`config.mk`:
```
export PLATFORM = sky130hd
export DESIGN_NAME = mmu_l2tlb_refill_ctrl
export DESIGN_NICKNAME = d
export VERILOG_FILES = /design/src/rtl/mmu_l2tlb_refill_ctrl.sv
export SDC_FILE = /design/constraint.sdc
export NUM_CORES = 1
export LEC_CHECK = 0
export CORE_AREA = 2 2 198 200
export CTS_CLUSTER_SIZE = 14
export DETAILED_ROUTE_END_ITERATION = 16
export DIE_AREA = 0 0 200 202
export GPL_TIMING_DRIVEN = 0
export PLACE_DENSITY = 0.58
export SYNTH_ARGS = -nofsm -noshare
export SYNTH_HDL_FRONTEND = slang
export SYNTH_SLANG_ARGS = --single-unit
```
`constraint.sdc`:
```
create_clock -name clk -period 5.4 [get_ports clk]
set_input_delay 0.81 -clock clk [delete_from_list [all_inputs] [get_ports clk]]
set_output_delay 0.81 -clock clk [all_outputs]
set_load 0.005 [all_outputs]
```
`src/rtl/mmu_l2tlb_refill_ctrl.sv`:
```
// L2 TLB lookup/refill controller: 4-way set compare, page-table-walk on miss,
// victim selection (free way first, else PLRU suggestion) and refill write-back.
module mmu_l2tlb_refill_ctrl #(
    parameter int VPN_W = 27,
    parameter int SET_W = 6,
    parameter int PPN_W = 44
) (
    input  logic                   clk,
    input  logic                   rst,
    input  logic                   i_flush,
    input  logic                   i_req_valid,
    output logic                   o_req_ready,
    input  logic [VPN_W-1:0]       i_req_vpn,
    output logic                   o_rd_en,
    output logic [SET_W-1:0]       o_rd_set,
    input  logic [3:0]             i_rd_valid_4,
    input  logic [4*(VPN_W-SET_W)-1:0] i_rd_tag_4,
    input  logic [4*PPN_W-1:0]     i_rd_ppn_4,
    output logic                   o_resp_valid,
    output logic                   o_resp_hit,
    output logic                   o_resp_fault,
    output logic [PPN_W-1:0]       o_resp_ppn,
    output logic                   o_ptw_req_valid,
    input  logic                   i_ptw_req_ready,
    output logic [VPN_W-1:0]       o_ptw_req_vpn,
    input  logic                   i_ptw_resp_valid,
    input  logic [PPN_W-1:0]       i_ptw_resp_ppn,
    input  logic                   i_ptw_resp_fault,
    output logic                   o_wr_en,
    output logic [SET_W-1:0]       o_wr_set,
    output logic [3:0]             o_wr_way_4,
    output logic [VPN_W-SET_W-1:0] o_wr_tag,
    output logic [PPN_W-1:0]       o_wr_ppn,
    input  logic [3:0]             i_replace_way_4,
    output logic [3:0]             o_update_way_4
);
    localparam int TAG_W = VPN_W - SET_W;

    typedef enum logic [2:0] {
        S_IDLE,
        S_LOOKUP,
        S_PTW_REQ,
        S_PTW_WAIT,
        S_REFILL
    } state_e;

    state_e           state_q, state_d;
    logic             drop_pending_q, drop_pending_d;
    logic [VPN_W-1:0] vpn_q, vpn_d;
    logic [3:0]       valid_q, valid_d;
    logic [PPN_W-1:0] ppn_q, ppn_d;

    logic [TAG_W-1:0] cap_tag;
    logic [3:0]       hit_vec;
    logic [3:0]       hit_way;
    logic [PPN_W-1:0] hit_ppn;
    logic [3:0]       victim_way;

    // Isolates the lowest set bit; returns zero for an all-zero vector.
    function automatic logic [3:0] lowest_one(input logic [3:0] v);
        lowest_one = v & (~v + 4'd1);
    endfunction

    assign cap_tag = vpn_q[VPN_W-1:SET_W];

    always_comb begin
        hit_vec = '0;
        for (int k = 0; k < 4; k++) begin
            hit_vec[k] = i_rd_valid_4[k] && (i_rd_tag_4[k*TAG_W +: TAG_W] == cap_tag);
        end
    end

    assign hit_way = lowest_one(hit_vec);

    always_comb begin
        hit_ppn = '0;
        for (int k = 0; k < 4; k++) begin
            if (hit_way[k]) begin
                hit_ppn = i_rd_ppn_4[k*PPN_W +: PPN_W];
            end
        end
    end

    // A free way is always preferred so the PLRU only arbitrates a full set.
    assign victim_way = (&valid_q) ? i_replace_way_4 : lowest_one(~valid_q);

    always_comb begin
        state_d         = state_q;
        drop_pending_d  = drop_pending_q;
        vpn_d           = vpn_q;
        valid_d         = valid_q;
        ppn_d           = ppn_q;
        o_req_ready     = 1'b0;
        o_rd_en         = 1'b0;
        o_rd_set        = '0;
        o_resp_valid    = 1'b0;
        o_resp_hit      = 1'b0;
        o_resp_fault    = 1'b0;
        o_resp_ppn      = '0;
        o_ptw_req_valid = 1'b0;
        o_ptw_req_vpn   = '0;
        o_wr_en         = 1'b0;
        o_wr_set        = '0;
        o_wr_way_4      = '0;
        o_wr_tag        = '0;
        o_wr_ppn        = '0;
        o_update_way_4  = '0;

        if (drop_pending_q && i_ptw_resp_valid) begin
            drop_pending_d = 1'b0;
        end

        unique case (state_q)
            S_IDLE: begin
                o_req_ready = ~i_flush & ~rst;
                if (i_req_valid && o_req_ready) begin
                    o_rd_en  = 1'b1;
                    o_rd_set = i_req_vpn[SET_W-1:0];
                    vpn_d    = i_req_vpn;
                    state_d  = S_LOOKUP;
                end
            end
            S_LOOKUP: begin
                valid_d = i_rd_valid_4;
                if (i_flush) begin
                    state_d = S_IDLE;
                end else if (|hit_vec) begin
                    o_resp_valid   = 1'b1;
                    o_resp_hit     = 1'b1;
                    o_resp_ppn     = hit_ppn;
                    o_update_way_4 = hit_way;
                    state_d        = S_IDLE;
                end else begin
                    state_d = S_PTW_REQ;
                end
            end
            S_PTW_REQ: begin
                o_ptw_req_valid = ~drop_pending_q;
                o_ptw_req_vpn   = vpn_q;
                if (o_ptw_req_valid && i_ptw_req_ready) begin
                    // A walk launched in the flush cycle still returns later.
                    if (i_flush) begin
                        drop_pending_d = 1'b1;
                        state_d        = S_IDLE;
                    end else begin
                        state_d = S_PTW_WAIT;
                    end
                end else if (i_flush) begin
                    state_d = S_IDLE;
                end
            end
            S_PTW_WAIT: begin
                if (i_flush) begin
                    if (!i_ptw_resp_valid) begin
                        drop_pending_d = 1'b1;
                    end
                    state_d = S_IDLE;
                end else if (i_ptw_resp_valid) begin
                    if (i_ptw_resp_fault) begin
                        o_resp_valid = 1'b1;
                        o_resp_fault = 1'b1;
                        state_d      = S_IDLE;
                    end else begin
                        ppn_d   = i_ptw_resp_ppn;
                        state_d = S_REFILL;
                    end
                end
            end
            S_REFILL: begin
                if (!i_flush) begin
                    o_wr_en        = 1'b1;
                    o_wr_set       = vpn_q[SET_W-1:0];
                    o_wr_tag       = cap_tag;
                    o_wr_ppn       = ppn_q;
                    o_wr_way_4     = victim_way;
                    o_update_way_4 = victim_way;
                    o_resp_valid   = 1'b1;
                    o_resp_ppn     = ppn_q;
                end
                state_d = S_IDLE;
            end
            default: begin
                state_d = S_IDLE;
            end
        endcase
    end

    always_ff @(posedge clk) begin
        if (rst) begin
            state_q        <= S_IDLE;
            drop_pending_q <= 1'b0;
        end else begin
            state_q        <= state_d;
            drop_pending_q <= drop_pending_d;
        end
    end

    always_ff @(posedge clk) begin
        vpn_q   <= vpn_d;
        valid_q <= valid_d;
        ppn_q   <= ppn_d;
    end

endmodule

```
# After elaboration in Yosys (flattened, before gate mapping)
# Index checks and enable logic that the tools add are counted.
dict set report totals {
  output_inout_bits 163
  ff_bits 79
  mem_bits_ro 0
  input_bits 346
  latch_bits 0
  mem_bits_rw 0
  mem_count 0
  elab_cells 93
}
dict set report classes {
  multipliers 0
  div 0
  mux 52
  shift 0
  order_cmp 0
  eq_ne 11
  n_reduce_logical 13
  n_addsub 2
  bitwise_logic 10
}
# cell count
set op_table {}
lappend op_table {{$mux W44} 8}
lappend op_table {{$pmux W44 S2} 1}
lappend op_table {{$eq A21 B21 Y1} 4}
lappend op_table {{$mux W21} 2}
lappend op_table {{$mux W27} 1}
lappend op_table {{$mux W6} 4}
lappend op_table {{$mux W4} 5}
lappend op_table {{$mux W1} 18}
lappend op_table {{$mux W3} 6}
lappend op_table {{$not A4 Y4} 3}
lappend op_table {{$pmux W3 S4} 1}
lappend op_table {{$add A4 B1 Y4 const B} 2}
lappend op_table {{$and A4 B4 Y4} 2}
lappend op_table {{$pmux W4 S2} 1}
lappend op_table {{$reduce_and A4 Y1} 2}
lappend op_table {{$logic_and A1 B1 Y1} 7}
lappend op_table {{$eq A3 B2 Y1 const B} 2}
lappend op_table {{$mux W2} 3}
lappend op_table {{$ne A3 B3 Y1 const B} 2}
lappend op_table {{$not A1 Y1} 4}
lappend op_table {{$reduce_or A4 Y1} 1}
lappend op_table {{$eq A3 B1 Y1 const B} 1}
lappend op_table {{$eq A3 B3 Y1 const B} 1}
lappend op_table {{$logic_not A3 Y1} 1}
lappend op_table {{other kinds (6)} 6}

# Longest topological paths before layout
# Gate-level depths: netlist of the first run.
dict set report depth {
  depth_word 12
  depth_mapped 11
  depth_no_buf 7
}

# Worst setup path after synthesis of the first run
# No wires, ideal clock.
dict set report synth_timing {
  kind {input to register}
  from {in i_flush}
  to {reg ppn_q[0], enable pin}
  path_slack_ps 303
  setup_ps 509
  arrival_time_ps 4588
  n_path_buf 1
  required_ps 4891
  cell_stages 4
  path_cell_list {clkbuf_1 nor2_1 nand3_1 nor3b_1}
}
dict set report synth_via {
  elab_chain_len 2
}
# item line
set synth_rtl {}
lappend synth_rtl {{start: declaration} 10} ;# input logic i_flush,
lappend synth_rtl {{$not A1 Y1 (no line)} -}
lappend synth_rtl {{$reduce_and A4 Y1 (no line)} -}
lappend synth_rtl {{end signal: assignment} 201} ;# ppn_q <= ppn_d;
lappend synth_rtl {{end: declaration} 51} ;# logic [PPN_W-1:0] ppn_q, ppn_d;
# No other way between the ends.
# A chain may end at the register's enable or synchronous reset.

# Final worst setup path of the first run
dict set report layout_timing {
  from {in i_rd_tag_4[20]}
  to {out o_resp_ppn[26]}
}
dict set report layout_via {
  elab_chain_len 12
  word_cells_on_any_way 13
  cone_classes {1 x add/sub; 1 x eq/ne; 7 x mux; 2 x bitwise; 2 x reduce/logical}
}
# item line
set layout_rtl {}
lappend layout_rtl {{start: declaration} 17} ;# input logic [4*(VPN_W-SET_W)-1:0] i_rd_tag_4,
lappend layout_rtl {{$eq A21 B21 Y1 *} 69} ;# hit_vec[k] = i_rd_valid_4[k] && (i_rd_tag_4[k*TAG_W +: TAG_W] == cap_tag);
lappend layout_rtl {{$logic_and A1 B1 Y1 *} 69}
lappend layout_rtl {{$not A4 Y4} 61} ;# lowest_one = v & (~v + 4'd1);
lappend layout_rtl {{$add A4 B1 Y4} 61}
lappend layout_rtl {{$and A4 B4 Y4} 61}
lappend layout_rtl {{$mux W44 (4 in a row)} 78} ;# if (hit_way[k]) begin
lappend layout_rtl {{$mux W44 *} 127} ;# end else if (|hit_vec) begin
lappend layout_rtl {{$mux W44 *} 125} ;# if (i_flush) begin
lappend layout_rtl {{$pmux W44 S2 *} 113} ;# unique case (state_q)
lappend layout_rtl {{end: declaration} 22} ;# output logic [PPN_W-1:0] o_resp_ppn,
# Mark *: on every way between the ends. The rest lies on a longest branch, timed or not.

==> impl_metrics.py, run 1 <==
metrics = {
    "clock_network": {
        "numCtsBuffers": 9,
        "cts.sinks": 79,
        "cts_htree_levels": 3,
        "cts-hold-fix-buffers": 0,
        "cts_tree": "done",
        "clockBufferDepth": 2,
        "path_clk_slew_ns": 0.07,
        "clock-root-buffer": "clkbuf_16",
        "clk_latency_ns": 0.37,
    },
    "setup_path": {
        "worstSetupStartpointType": "input pin",
        "r2r-end": "vpn_q[19]",
        "rr_startpoint": "state_q[2]",
        "worstSetupEndpointType": "output pin",
        "path_class": "in2out",
        "crit_path_top_delay_cell": "clkdlybuf4s50_1",
        "critPathMaxFanout": 10,
        "required_ns": 4.59,
        "r2r_setup_slack_ns": 2.54,
        "reg2reg_depth": 3,
        "slowest_delay_ns": 0.56,
        "crit_path_cell_trace": "clkdlybuf4s50_1, xor2_1, nor4_2, nand4_4, or2_0, clkbuf_1, nand4_1, nand2_2, clkbuf_1, o21bai_2, clkdlybuf4s50_1",
        "arrival_ns": 4.39,
    },
    "die": {
        "ios": 509,
        "die_height_um": 202,
        "rows": 72,
        "initial_core_util_pct": 16.9,
        "dieArea_mm2": 0.0404,
        "core_area_mm2": 0.0383,
        "fp.dieW_um": 200,
    },
    "power": {
        "total_power_mw": 1.77,
        "peakVddDrop_mv": 0.150,
        "leakagePower_nw": 4.05,
        "powerDensity_mw_per_mm2": 140,
    },
    "min_path": {
        "hp-class": "reg2reg",
        "holdPathEnd": "drop_pending_q",
        "min_path_cells": 3,
        "hold_start": "drop_pending_q",
    },
    "global_routing": {
        "grt_pass1_wl_mm": 54.5,
        "grt.overflow.total": 0,
        "grt_max_degree": 29,
        "grt_usage_pct": 19.1,
        "grt_pass1_vias": 8129,
        "grt.busiest_layer": "met2",
        "use_met3_pct": 4.39,
        "antenna_found_initial": 0,
        "met2_usage_pct": 35.4,
        "grt_use_met1_pct": 20.3,
    },
    "cells_and_area": {
        "final_util_pct": 33.1,
        "nets": 1575,
        "fillCellCount": 4045,
        "syn_to_final_growth_pct": 95.6,
        "fin_cells": 1754,
        "drive_gt1_share_pct": 7.37,
    },
    "sta": {
        "finalSetupViolations": 0,
        "post-route-period-util_pct": 96.3,
        "fmax_mhz": 192,
        "setup_tns_ns": 0,
        "timing.final.crit_period_ns": 5.20,
        "maxSlewHeadroom_pct": 12.0,
        "drv_slew": 0,
        "hold_violations": 0,
        "rsz0062_at_grt": "false",
        "holdWs_ns": 0.666,
        "tightest_slew_ns": 1.30,
        "clock_skew_ns": 0.00826,
    },
    "drt": {
        "drtPass1Iterations": 5,
        "wl_per_cell_um": 23.1,
        "vias": 7885,
        "drtAntennaViolNets": 0,
        "drtIter0Drc": 495,
        "viasPerCell": 4.50,
        "routed_wirelength_mm": 40.6,
        "remaining_drc_errors": 0,
    },
    "logic_synthesis": {
        "syn_nets": 1047,
        "synth_area_mm2": 0.00648,
        "syn_inst": 701,
        "avgSynthCellArea_um2": 9.25,
        "ys_types": 41,
        "seq_area_frac_synth_pct": 36.0,
        "ys_warn_count": 0,
        "synth_seq_cells": 79,
    },
    "placed_design": {
        "dp_hpwl_mm": 32.8,
        "gp_congestion": 0.863,
        "port_buffers": 507,
        "dp_cells": 1731,
    },
    "job": {
        "drv_cap": 0,
    },
    "run_status": {
        "status": "finished, final reports clean",
    },
}
-- timing repair --
item | in CTS | in global routing
resized for setup | 6 | 2
setup buffers | 4 | 2
setup endpoints to repair | 45 | 1
pin swaps | 1 | 1
-- critical path: cells and delay by family --
| kind | cells | cell delay [ns] |
|---|---|---|
| xor+xnor | 1 | 0.19 |
| simple gates | 5 | 1.49 |
| buf+inv | 4 | 1.49 |
| compound gates | 1 | 0.38 |
-- report_power, final --
group | switching [mW] | internal, mW | total, mW
combinational | 0.122 | 0.271 | 0.393
clock | 0.288 | 0.404 | 0.691
sequential | 0.00351 | 0.681 | 0.684
total | 0.414 | 1.36 | 1.77
-- per-stage QoR --
step	area [um^2]	setup slack (ns)
finish	12700	0.202
global placement	12200	-2.11
detailed placement	12300	-0.577
global route	12700	0.0404
floorplan	6480	0.303
CTS	12600	0.0110
-- synth_stat cells (all sizes together) --
cell type,instances,area share [%]
or3,45,4.3
nand2b,3,0.29
a31oi,4,0.39
dfxtp,4,1.2
or2,1,0.097
inv,2,0.12
nor2,13,0.75
buf,30,3.1
nand4,16,1.6
and2,100,9.7
o32a,1,0.15
a41oi,1,0.14
nor4,11,1.8
clkbuf,50,2.9
and3,8,0.77
xnor2,52,7.0
a21boi,1,0.12
nand2,9,0.52
a21o,1,0.12
a21oi,2,0.15
a211oi,1,0.12
nor3,1,0.077
nand3,92,7.1
and4b,1,0.15
o211ai,44,5.1
o21ai,2,0.15
nor3b,1,0.12
nor2b,3,0.29
a31o,2,0.27
xor2,32,4.3
o22a,1,0.14
nor4b,3,0.41
a22oi,44,6.5
o21bai,45,5.2
edfxtp,75,35
-- state kept, by name (all words and copies together), names as in the netlist --
signal,flops
ppn_q,44
drop_pending_q,1
vpn_q,27
valid_q,4
state_q,3
-- cell usage in the layout (no fill, tap or decap), drive strengths merged, types with 3 or more instances in the layout --
cell / synthesis / final
and2: 100 / 100
dfxtp: 4 / 4
and3: 8 / 8
o21bai: 45 / 45
nor2: 13 / 13
a22oi: 44 / 44
edfxtp: 75 / 75
xnor2: 52 / 52
nand3: 92 / 92
a31oi: 4 / 4
nand4: 16 / 16
buf: 30 / 41
xor2: 32 / 32
clkdlybuf4s50: 0 / 507
o211ai: 44 / 44
clkbuf: 50 / 60
nor4: 11 / 11
nand2: 9 / 9
clkinv: 0 / 3
nand2b: 3 / 3
nor4b: 3 / 3
or3: 45 / 45
nor2b: 3 / 3
-- worst max path at each step --
stage / start / to / cells after the start
floorplan: i_flush / ppn_q[0] / 4
global placement: i_flush / ppn_q[24] / 4
detailed placement: i_rd_tag_4[29] / o_resp_ppn[26] / 10
CTS: i_rd_tag_4[42] / o_resp_ppn[26] / 10
global route: i_rd_tag_4[11] / o_resp_ppn[26] / 11
finish: i_rd_tag_4[20] / o_resp_ppn[26] / 11
-- logic make-up (layout without fill, tap and decap cells) --
| kind of cell | count (synthesis) | in the layout | synth area share (%) |
|---|---|---|---|
| buffers and inverters | 82 | 615 | 6.14 |
| XOR/XNOR | 84 | 84 | 11.4 |
| flip-flops | 79 | 79 | 36.0 |
| other | 0 | 2 | 0 |
| AND/OR/NAND/NOR | 307 | 307 | 28.0 |
| AO/OA/AOI/OAI | 149 | 149 | 18.5 |
-- layout make-up --
cell class | instances | area [um^2] | share of cell area, %
sequential | 79 | 2330 | 18.4
antenna | 2 | 5.00 | 0.0395
buffer | 79 | 389 | 3.07
inverter | 2 | 7.51 | 0.0592
clock buffer | 11 | 233 | 1.84
tap | 518 | 648 | 5.11
clock inverter | 5 | 75.1 | 0.592
multi-input combinational | 540 | 3790 | 29.9
timing repair buffer | 518 | 5190 | 41.0
-- layer usage --
layer  wire [um]  part of all wire, %
met4        1420                  3.5
met5           0                    0
met1       15200                   37
met3        3180                  7.8
met2       20800                   51
Note: power is estimated with default switching activity, not from simulation.
==> run 2, diff against run 1 <==
--- a/config.mk
+++ b/config.mk
@@ -6,7 +6,7 @@
 export NUM_CORES = 1
 export LEC_CHECK = 0
 export CORE_AREA = 2 2 198 200
-export CTS_CLUSTER_SIZE = 14
+export CTS_CLUSTER_SIZE = 16
 export DETAILED_ROUTE_END_ITERATION = 16
 export DIE_AREA = 0 0 200 202
 export GPL_TIMING_DRIVEN = 0
==> results of run 2 <==
The final DEF is identical to that of run 1; final timing and power are the same.
